## src/rtl/shift_ctrl_pkg.sv

```systemverilog
// Shared encodings for the serializer controller: FSM states, shift direction
// codes and the gap-counter reload helper.
package shift_ctrl_pkg;

  typedef enum logic [1:0] {
    ST_IDLE  = 2'd0,
    ST_SHIFT = 2'd1,
    ST_GAP   = 2'd2
  } state_e;

  localparam logic DIR_MSB = 1'b0;
  localparam logic DIR_LSB = 1'b1;

  // The gap counter counts down to zero, so a gap of G cycles reloads with G-1.
  // A zero gap never enters the gap state; the reload value is then unused.
  function automatic logic [3:0] gap_reload(input int gap);
    return (gap > 0) ? 4'(gap - 1) : 4'd0;
  endfunction

endpackage

```

## src/rtl/shift_core.sv

```systemverilog
// N-bit shift register with parallel load and one-bit zero-filled shift.
// dir_i=0 shifts left (MSB leaves first), dir_i=1 shifts right (LSB leaves
// first). Load wins over shift when both are requested.
module shift_core
  import shift_ctrl_pkg::*;
#(
  parameter int N = 8
) (
  input  logic         clk,
  input  logic         rst,
  input  logic         load_i,
  input  logic         shift_i,
  input  logic         dir_i,
  input  logic [N-1:0] d_i,
  output logic [N-1:0] q_o
);

  logic [N-1:0] q_q;
  logic [N-1:0] q_d;

  // Next value: load, else shift in the requested direction, else hold.
  always_comb begin
    q_d = q_q;
    if (load_i) begin
      q_d = d_i;
    end else if (shift_i) begin
      q_d = (dir_i == DIR_LSB) ? {1'b0, q_q[N-1:1]} : {q_q[N-2:0], 1'b0};
    end
  end

  // Register update with asynchronous clear.
  // NOTE: clocked state uses non-blocking (<=) so every flop samples the
  // pre-edge values; blocking here would create order-dependent races.
  always_ff @(posedge clk or posedge rst) begin
    if (rst) q_q <= '0;
    else     q_q <= q_d;
  end

  assign q_o = q_q;

endmodule

```

## src/rtl/shift_tx_ctrl.sv

```systemverilog
// Serializer controller: accepts N-bit words on a valid/ready handshake and
// emits them one bit per accepted transfer, MSB-first or LSB-first as latched
// at load time. All outputs decode from registers, so there is no
// combinational path from any input to any output.
module shift_tx_ctrl
  import shift_ctrl_pkg::*;
#(
  parameter int N   = 8,
  parameter int GAP = 1
) (
  input  logic         clk,
  input  logic         rst,
  input  logic         in_valid,
  input  logic [N-1:0] in_data,
  input  logic         lsb_first,
  output logic         in_ready,
  output logic         sout,
  output logic         sout_valid,
  input  logic         sout_ready,
  output logic         sout_last,
  output logic         busy,
  output logic         done
);

  localparam int              CNT_W    = $clog2(N);
  localparam logic [CNT_W-1:0] CNT_LAST = CNT_W'(N - 1);
  localparam logic [3:0]      GAP_LOAD = gap_reload(GAP);
  localparam bit              HAS_GAP  = (GAP > 0);

  state_e           state_q, state_d;
  logic [CNT_W-1:0] cnt_q,   cnt_d;
  logic             dir_q,   dir_d;
  logic [3:0]       gap_q,   gap_d;
  logic             done_q,  done_d;

  logic             load;
  logic             xfer;
  logic [N-1:0]     shreg;

  // A transfer only happens while a bit is actually being presented.
  assign xfer = (state_q == ST_SHIFT) && sout_ready;

  shift_core #(.N(N)) u_core (
    .clk     (clk),
    .rst     (rst),
    .load_i  (load),
    .shift_i (xfer),
    .dir_i   (dir_q),
    .d_i     (in_data),
    .q_o     (shreg)
  );

  // Next-state, counter and done-pulse decode.
  // NOTE: every signal assigned here gets a default first, so no path leaves
  // it unassigned and no latch is inferred.
  always_comb begin
    state_d = state_q;
    cnt_d   = cnt_q;
    dir_d   = dir_q;
    gap_d   = gap_q;
    done_d  = 1'b0;
    load    = 1'b0;
    unique case (state_q)
      ST_IDLE: begin
        if (in_valid) begin
          load    = 1'b1;
          dir_d   = lsb_first;
          cnt_d   = CNT_LAST;
          state_d = ST_SHIFT;
        end
      end
      ST_SHIFT: begin
        if (xfer) begin
          if (cnt_q == '0) begin
            done_d = 1'b1;
            if (HAS_GAP) begin
              state_d = ST_GAP;
              gap_d   = GAP_LOAD;
            end else begin
              state_d = ST_IDLE;
            end
          end else begin
            cnt_d = cnt_q - 1'b1;
          end
        end
      end
      ST_GAP: begin
        if (gap_q == 4'd0) state_d = ST_IDLE;
        else               gap_d   = gap_q - 4'd1;
      end
      default: state_d = ST_IDLE;
    endcase
  end

  // Control registers; reset aborts any frame in flight immediately.
  always_ff @(posedge clk or posedge rst) begin
    if (rst) begin
      state_q <= ST_IDLE;
      cnt_q   <= '0;
      dir_q   <= DIR_MSB;
      gap_q   <= 4'd0;
      done_q  <= 1'b0;
    end else begin
      state_q <= state_d;
      cnt_q   <= cnt_d;
      dir_q   <= dir_d;
      gap_q   <= gap_d;
      done_q  <= done_d;
    end
  end

  assign in_ready   = (state_q == ST_IDLE);
  assign sout_valid = (state_q == ST_SHIFT);
  assign sout       = (dir_q == DIR_LSB) ? shreg[0] : shreg[N-1];
  assign sout_last  = (state_q == ST_SHIFT) && (cnt_q == '0);
  assign busy       = (state_q != ST_IDLE);
  assign done       = done_q;

endmodule

```

## config.mk

```make
export PLATFORM = sky130hd
export DESIGN_NAME = shift_tx_ctrl
export DESIGN_NICKNAME = d
export VERILOG_FILES = /design/src/rtl/shift_ctrl_pkg.sv /design/src/rtl/shift_core.sv /design/src/rtl/shift_tx_ctrl.sv
export SDC_FILE = /design/constraint.sdc
export NUM_CORES = 1
export LEC_CHECK = 0
export BUFFER_PORTS_ARGS = -buffer_cell sky130_fd_sc_hd__buf_2
export CORE_MARGIN = 3
export CORE_UTILIZATION = 23
export DETAILED_ROUTE_END_ITERATION = 10
export PLACE_DENSITY = 0.47
export SYNTH_ARGS = -nofsm -noshare
export SYNTH_HDL_FRONTEND = slang
export SYNTH_SLANG_ARGS = --single-unit
```

## constraint.sdc

```tcl
create_clock -name clk -period 2.26 [get_ports clk]
set_input_delay 0.452 -clock clk [delete_from_list [all_inputs] [get_ports clk]]
set_output_delay 0.452 -clock clk [all_outputs]
set_load 0.03 [all_outputs]
```

==> results of run 1 <==
[per-stage QoR]
stage                     power, mW  setup WS, ns  hold slack, ns
final                          1.49         0.288           0.319
after global routing           1.62         0.185           0.390
after CTS                      1.52         0.268           0.362
after detailed placement       1.27         0.513           0.498
after global placement         1.24         0.546           0.491
after floorplan                1.13         0.575           0.403
[cells by family after synthesis]
family,Yosys count,synth area share (%)
AOI/OAI and AO/OA,17,9.82
adders and majority gates,3,3.43
buffers and inverters,13,6.62
DFF,19,43.4
muxes,19,20.5
and+or+nand+nor,32,16.2
[cell type report]
class	count	share of cell area (%)
clock buffers	3	3.26
flip-flops and latches	19	37.5
well taps	52	5.14
multi-input cells	71	43.3
clock inverters	1	0.395
inverters	9	2.67
repair buffers	19	7.71
[power by group]
group,total [mW],switching [mW],internal [mW]
Clock,0.244,0.121,0.123
Sequential,0.628,0.154,0.474
Combinational,0.620,0.293,0.328
[cells in the final DEF (no fill, tap or decap), drive strengths merged, types with 2 or more instances in the layout]
cell and count:
clkbuf 3, o21ai 10, mux2 10, nor3b 2, a21oi 2, nor2 5
inv 9, mux2i 9, nand2 12, nand3 2, o22ai 2, dfrtp 19
nand2b 4, ha 3, buf 19
[routing by layer]
layer	up-vias	wire (um)	track usage [%]	part of all wire, %
li1	395	-	-	-
met1	361	1090	11.8	50
met5	-	0	0	0
met4	0	8	1.19	0.37
met3	2	119	3.47	5.5
met2	17	950	12.3	44
[sequential cells by signal, summed over array words and instances (netlist names)]
register / flops
cnt_q: 3
gap_q: 4
state_q: 2
dir_q: 1
u_core.q_o: 8
done: 1
[how the worst min path moves through the flow]
stage	from	endpoint	slack, ns	cells past startpoint
4_1_cts	rst	dir_q	0.36	2
3_5_place_dp	cnt_q[2]	cnt_q[2]	0.50	1
6_report	rst	dir_q	0.32	2
2_1_floorplan	rst	cnt_q[0]	0.40	1
3_3_place_gp	gap_q[0]	gap_q[0]	0.49	1
5_1_grt	rst	gap_q[1]	0.39	2
[worst register-to-register path, delay by kind of cell (launching register included)]
kind / cells / cell delay [ns]
and+or+nand+nor: 1 / 0.61
DFF: 1 / 0.51
muxes: 1 / 0.28
AOI/OAI and AO/OA: 1 / 0.19
==> impl_results.md, run 1 <==
- CTS Buffer Depth: 2
- Maximum vdd ir drop: 0.000479 V
- Share of cells above drive strength 1: 32.0%
- Fin. Hold Viols: 0
- Top-count cell post-synth: dfrtp_1
- Starting DRT DRC Count: 25
- Pin count of the biggest net entering global routing: 20
- HP Class: in -> async
- Post-Syn Instances: 103
- Post-layout util: 28.3%
- Max-slew headroom: 48.3%
- I/O Buffers: 18
- Tmin final: 1.97 ns
- Clock sinks: 19
- Crit end category: output pin
- FFs w/ async S/R, synth: 100%
- Top FF cell, synth: dfrtp_1
- Worst r2r dst: u_core.q_o[2]
- Design Area, Final: 0.00127 mm2
- Inserted Diodes: 0
- Top-area cell type share of the netlist area: 43.4%
- Crit path launch: state_q[1]
- Initial antenna violation count: 0
- Synth warn: 0
- DRT Pass-1 Iters: 4
- Placed Area: 0.00122 mm2
- Fmax: 0.507 GHz
- End point of the critical path: sout_last
- Slowest cell on the critical path: dfrtp_1
- Post-Syn Area: 0.00110 mm2
- Total GRT Usage: 8.39%
- Root Buffer: clkbuf_8
- Die Wd: 75.0 um
- Die area: 0.00563 mm2
- Post-cts resize count: 0
- Crit path depth: 4
- Mapped Nets: 119
- Setup TNS: 0 ns
- Post-synth EDFFs: 0
- Num rows: 24
- Crit-path cells: nand2b_1, or2_1, inv_1, buf_2
- Unrepaired setup endpoints after global routing: false
- Finish-stage setup viols: 0
- Crit path kind: reg -> out
- Synth area leaders: dfrtp_1, mux2i_1, mux2_4
- Vias per cell: 4.45
- Layout Nets: 139
- Residual DRC count: 0
- Max Fanout on Critical Path: 9
- Initial Utilization: 24.5%
- Setup slack, reg-to-reg: 0.56 ns
- Post-CTS setup buffer count: 0
- Clk Latency, worst-skew pair: 0.26 ns
- Vias in the first global route: 747
- Antenna viol nets, final: 0
- Mapped Avg Cell Area: 10.6 um2
- Crit path arrival time: 1.52 ns
- Cells after DPL: 170
- Flop and latch count out of synthesis: 19
- GPL Wtd Cong: 0.769
- R2R depth: 3
- Drt total wl: 2170 um
- Hold buffers post-CTS: 0
- Post-route clock skew: 0.00792 ns
- Max-Cap Viols: 0
- Leak: 0.609 nW
- Status: finished clean
- Worst endpoint required time: 1.81 ns
- Distinct cells, synth: 31
- Grt ovf: 0
- Filler instances: 480
- Final Max Slew Viols: 0
- Top Family by Delay on Critical Path: flip-flops
- Core ar.: 0.00447 mm2
- Synth area leader: dfrtp_1
- Die Span Y: 75.0 um
- Post-DP HPWL: 1630 um
- CP Buf/Inv Count: 2
- Htree depth: 1
- CTS tree: yes
- Max incr delay on CP: 0.51 ns
- Register area share after synthesis: 43.4%
- Multi-input logic area: 548 um2
- Setup crit start kind: flip-flop
- RR Startpoint: state_q[1]
- Register area: 475 um2
- Most common library cells after synthesis: dfrtp_1, nand2_1, inv_1, mux2i_1
- Slew @ Worst Pin: 0.775 ns
- Power Density: 1180 mW/mm2
- Via count: 775
- DR WL/cell: 12.4 um
- Num CTS Buffers: 3
- Area grow syn2layout: 15.5%
- Fin crit share: 87.3%
- First-pass GRT wire length: 3570 um
- Io pins: 19
- Worst-path clk slew: 0.08 ns
- Non-Filler Instances: 174
No activity file was read; power rests on OpenSTA's default activity.
==> run 2: changes to the inputs <==
--- a/config.mk
+++ b/config.mk
@@ -6,10 +6,9 @@
 export NUM_CORES = 1
 export LEC_CHECK = 0
 export BUFFER_PORTS_ARGS = -buffer_cell sky130_fd_sc_hd__buf_2
-export CORE_MARGIN = 3
+export CORE_MARGIN = 4
 export CORE_UTILIZATION = 23
 export DETAILED_ROUTE_END_ITERATION = 10
-export PLACE_DENSITY = 0.47
 export SYNTH_ARGS = -nofsm -noshare
 export SYNTH_HDL_FRONTEND = slang
 export SYNTH_SLANG_ARGS = --single-unit
==> impl_results.md, run 2 (synthesis gave the netlist of run 1 again) <==
- CTS Buffer Depth: 2 (unchanged)
- First-pass GRT wire length: 3570 um (unchanged)
- Inserted Diodes: 0 (unchanged)
- Worst-path clk slew: 0.07 ns (was 0.08 ns)
- Htree depth: 1 (unchanged)
- Fin. Hold Viols: 0 (unchanged)
- Max-slew headroom: 51.2% (was 48.3%)
- Num rows: 24 (unchanged)
- Leak: 0.606 nW (was 0.609 nW)
- Pin count of the biggest net entering global routing: 20 (unchanged)
- Maximum vdd ir drop: 0.000344 V (was 0.000479 V)
- Post-layout util: 28.3% (about the same)
- Fin Hold WS: 0.313 ns (was 0.319 ns)
- Initial Utilization: 24.5% (unchanged)
- Layout Nets: 139 (unchanged)
- Max incr delay on CP: 0.50 ns (was 0.51 ns)
- Crit path kind: reg -> out (unchanged)
- Vias in the first global route: 758 (was 747)
- Tmin final: 1.95 ns (was 1.97 ns)
- Starting DRT DRC Count: 33 (was 25)
- Die Wd: 77.0 um (was 75.0 um)
- DRT Pass-1 Iters: 4 (unchanged)
- Crit path arrival time: 1.50 ns (was 1.52 ns)
- Io pins: 19 (unchanged)
- Die area: 0.00593 mm2 (was 0.00563 mm2)
- Fin crit share: 86.2% (was 87.3%)
- Area grow syn2layout: 15.4% (was 15.5%)
- Via count: 762 (was 775)
- Antenna viol nets, final: 0 (unchanged)
- Crit end category: output pin (unchanged)
- Crit-path cells: nand2b_1, or2_1, inv_1, buf_2 (unchanged)
- Die Span Y: 77.0 um (was 75.0 um)
- Post-cts resize count: 0 (unchanged)
- Initial antenna violation count: 0 (unchanged)
- Post-CTS setup buffer count: 0 (unchanged)
- Post-DP HPWL: 1660 um (was 1630 um)
- Root Buffer: clkbuf_8 (unchanged)
- Finish-stage setup viols: 0 (unchanged)
- Final Max Slew Viols: 0 (unchanged)
- HP Class: in -> async (unchanged)
- CTS tree: yes (unchanged)
- Cells after DPL: 170 (unchanged)
- Setup crit start kind: flip-flop (unchanged)
- Hold buffers post-CTS: 0 (unchanged)
- Share of cells above drive strength 1: 31.1% (was 32.0%)
- Filler instances: 480 (unchanged)
- Clock sinks: 19 (unchanged)
- Residual DRC count: 0 (unchanged)
- GPL Wtd Cong: 0.736 (was 0.769)
- Power Density: 1170 mW/mm2 (was 1180 mW/mm2)
- Grt ovf: 0 (unchanged)
- Core ar.: 0.00447 mm2 (unchanged)
- Largest register FFs: 8 (unchanged)
- CP Buf/Inv Count: 2 (unchanged)
- Setup TNS: 0 ns (unchanged)
- Top Family by Delay on Critical Path: flip-flops (unchanged)
- Drt total wl: 2110 um (was 2170 um)
- Fmax: 0.514 GHz (was 0.507 GHz)
- Status: finished clean (unchanged)
- Non-Filler Instances: 174 (unchanged)
- Worst endpoint required time: 1.81 ns (about the same)
- Slew @ Worst Pin: 0.732 ns (was 0.775 ns)
- Num CTS Buffers: 3 (unchanged)
- Most common cell after layout, fill and taps aside: dfrtp_1 (unchanged)
- Total GRT Usage: 7.64% (was 8.39%)
- Post-route clock skew: 0.00184 ns (was 0.00792 ns)
- DR WL/cell: 12.1 um (was 12.4 um)
- Most frequent cells in the layout: dfrtp_1, buf_2, nand2_1 (unchanged)
- Slowest cell on the critical path: dfrtp_1 (unchanged)
- Unrepaired setup endpoints after global routing: false (unchanged)
- Vias per cell: 4.38 (was 4.45)
- Max Fanout on Critical Path: 9 (unchanged)
- Clk Latency, worst-skew pair: 0.25 ns (was 0.26 ns)
- I/O Buffers: 18 (unchanged)
- Max-Cap Viols: 0 (unchanged)
==> run 2: changes by cell type in the layout (fill, tap and decap cells not counted), sizes merged <==
cell    previous run  this run
clkinv             1         0
clkbuf             3         4
==> run 2: routing by layer <==
metal	GRT usage, %	wire length [um]	vias up
li1	-	-	396
met1	9.31	1020	345
met2	12.5	944	16
met3	2.69	109	5
met4	2.67	35	0
met5	0	0	-
==> run 2: worst paths after layout <==
check                      cells past startpoint       start            end  slack [ns]
max                                            4  state_q[1]      sout_last        0.31
min                                            2         rst     state_q[1]        0.31
max reg2reg                                    4  state_q[1]  u_core.q_o[2]        0.64
min reg2reg                                    1    cnt_q[1]       cnt_q[1]        0.51
max in group asynchronous                      2         rst  u_core.q_o[0]        1.49
min in group clk                               3  in_data[0]  u_core.q_o[0]        0.40
==> run 2: stage by stage <==
| stage | power (mW) | instance area (um2) | setup slack, ns |
|---|---|---|---|
| finish | 1.48 | 1260 | 0.313 |
| global route | 1.60 | 1260 | 0.216 |
| CTS | 1.51 | 1260 | 0.295 |
| detailed placement | 1.26 | 1220 | 0.590 |
| global placement | 1.25 | 1220 | 0.598 |
| floorplan | 1.13 | 1100 | 0.575 |
==> run 2: power breakdown <==
part	internal [mW]	switching, mW	total [mW]	leakage (nW)
clock network	0.125	0.108	0.233	0.0228
logic	0.327	0.292	0.620	0.355
registers	0.475	0.149	0.624	0.228
==> run 2: layout make-up <==
| cell class | count | area [um2] | area share [%] |
|---|---|---|---|
| clock buffers | 4 | 45.0 | 3.56 |
| inverters | 9 | 33.8 | 2.67 |
| multi-input cells | 71 | 548 | 43.3 |
| well taps | 52 | 65.1 | 5.14 |
| flip-flops and latches | 19 | 475 | 37.6 |
| repair buffers | 19 | 97.6 | 7.72 |
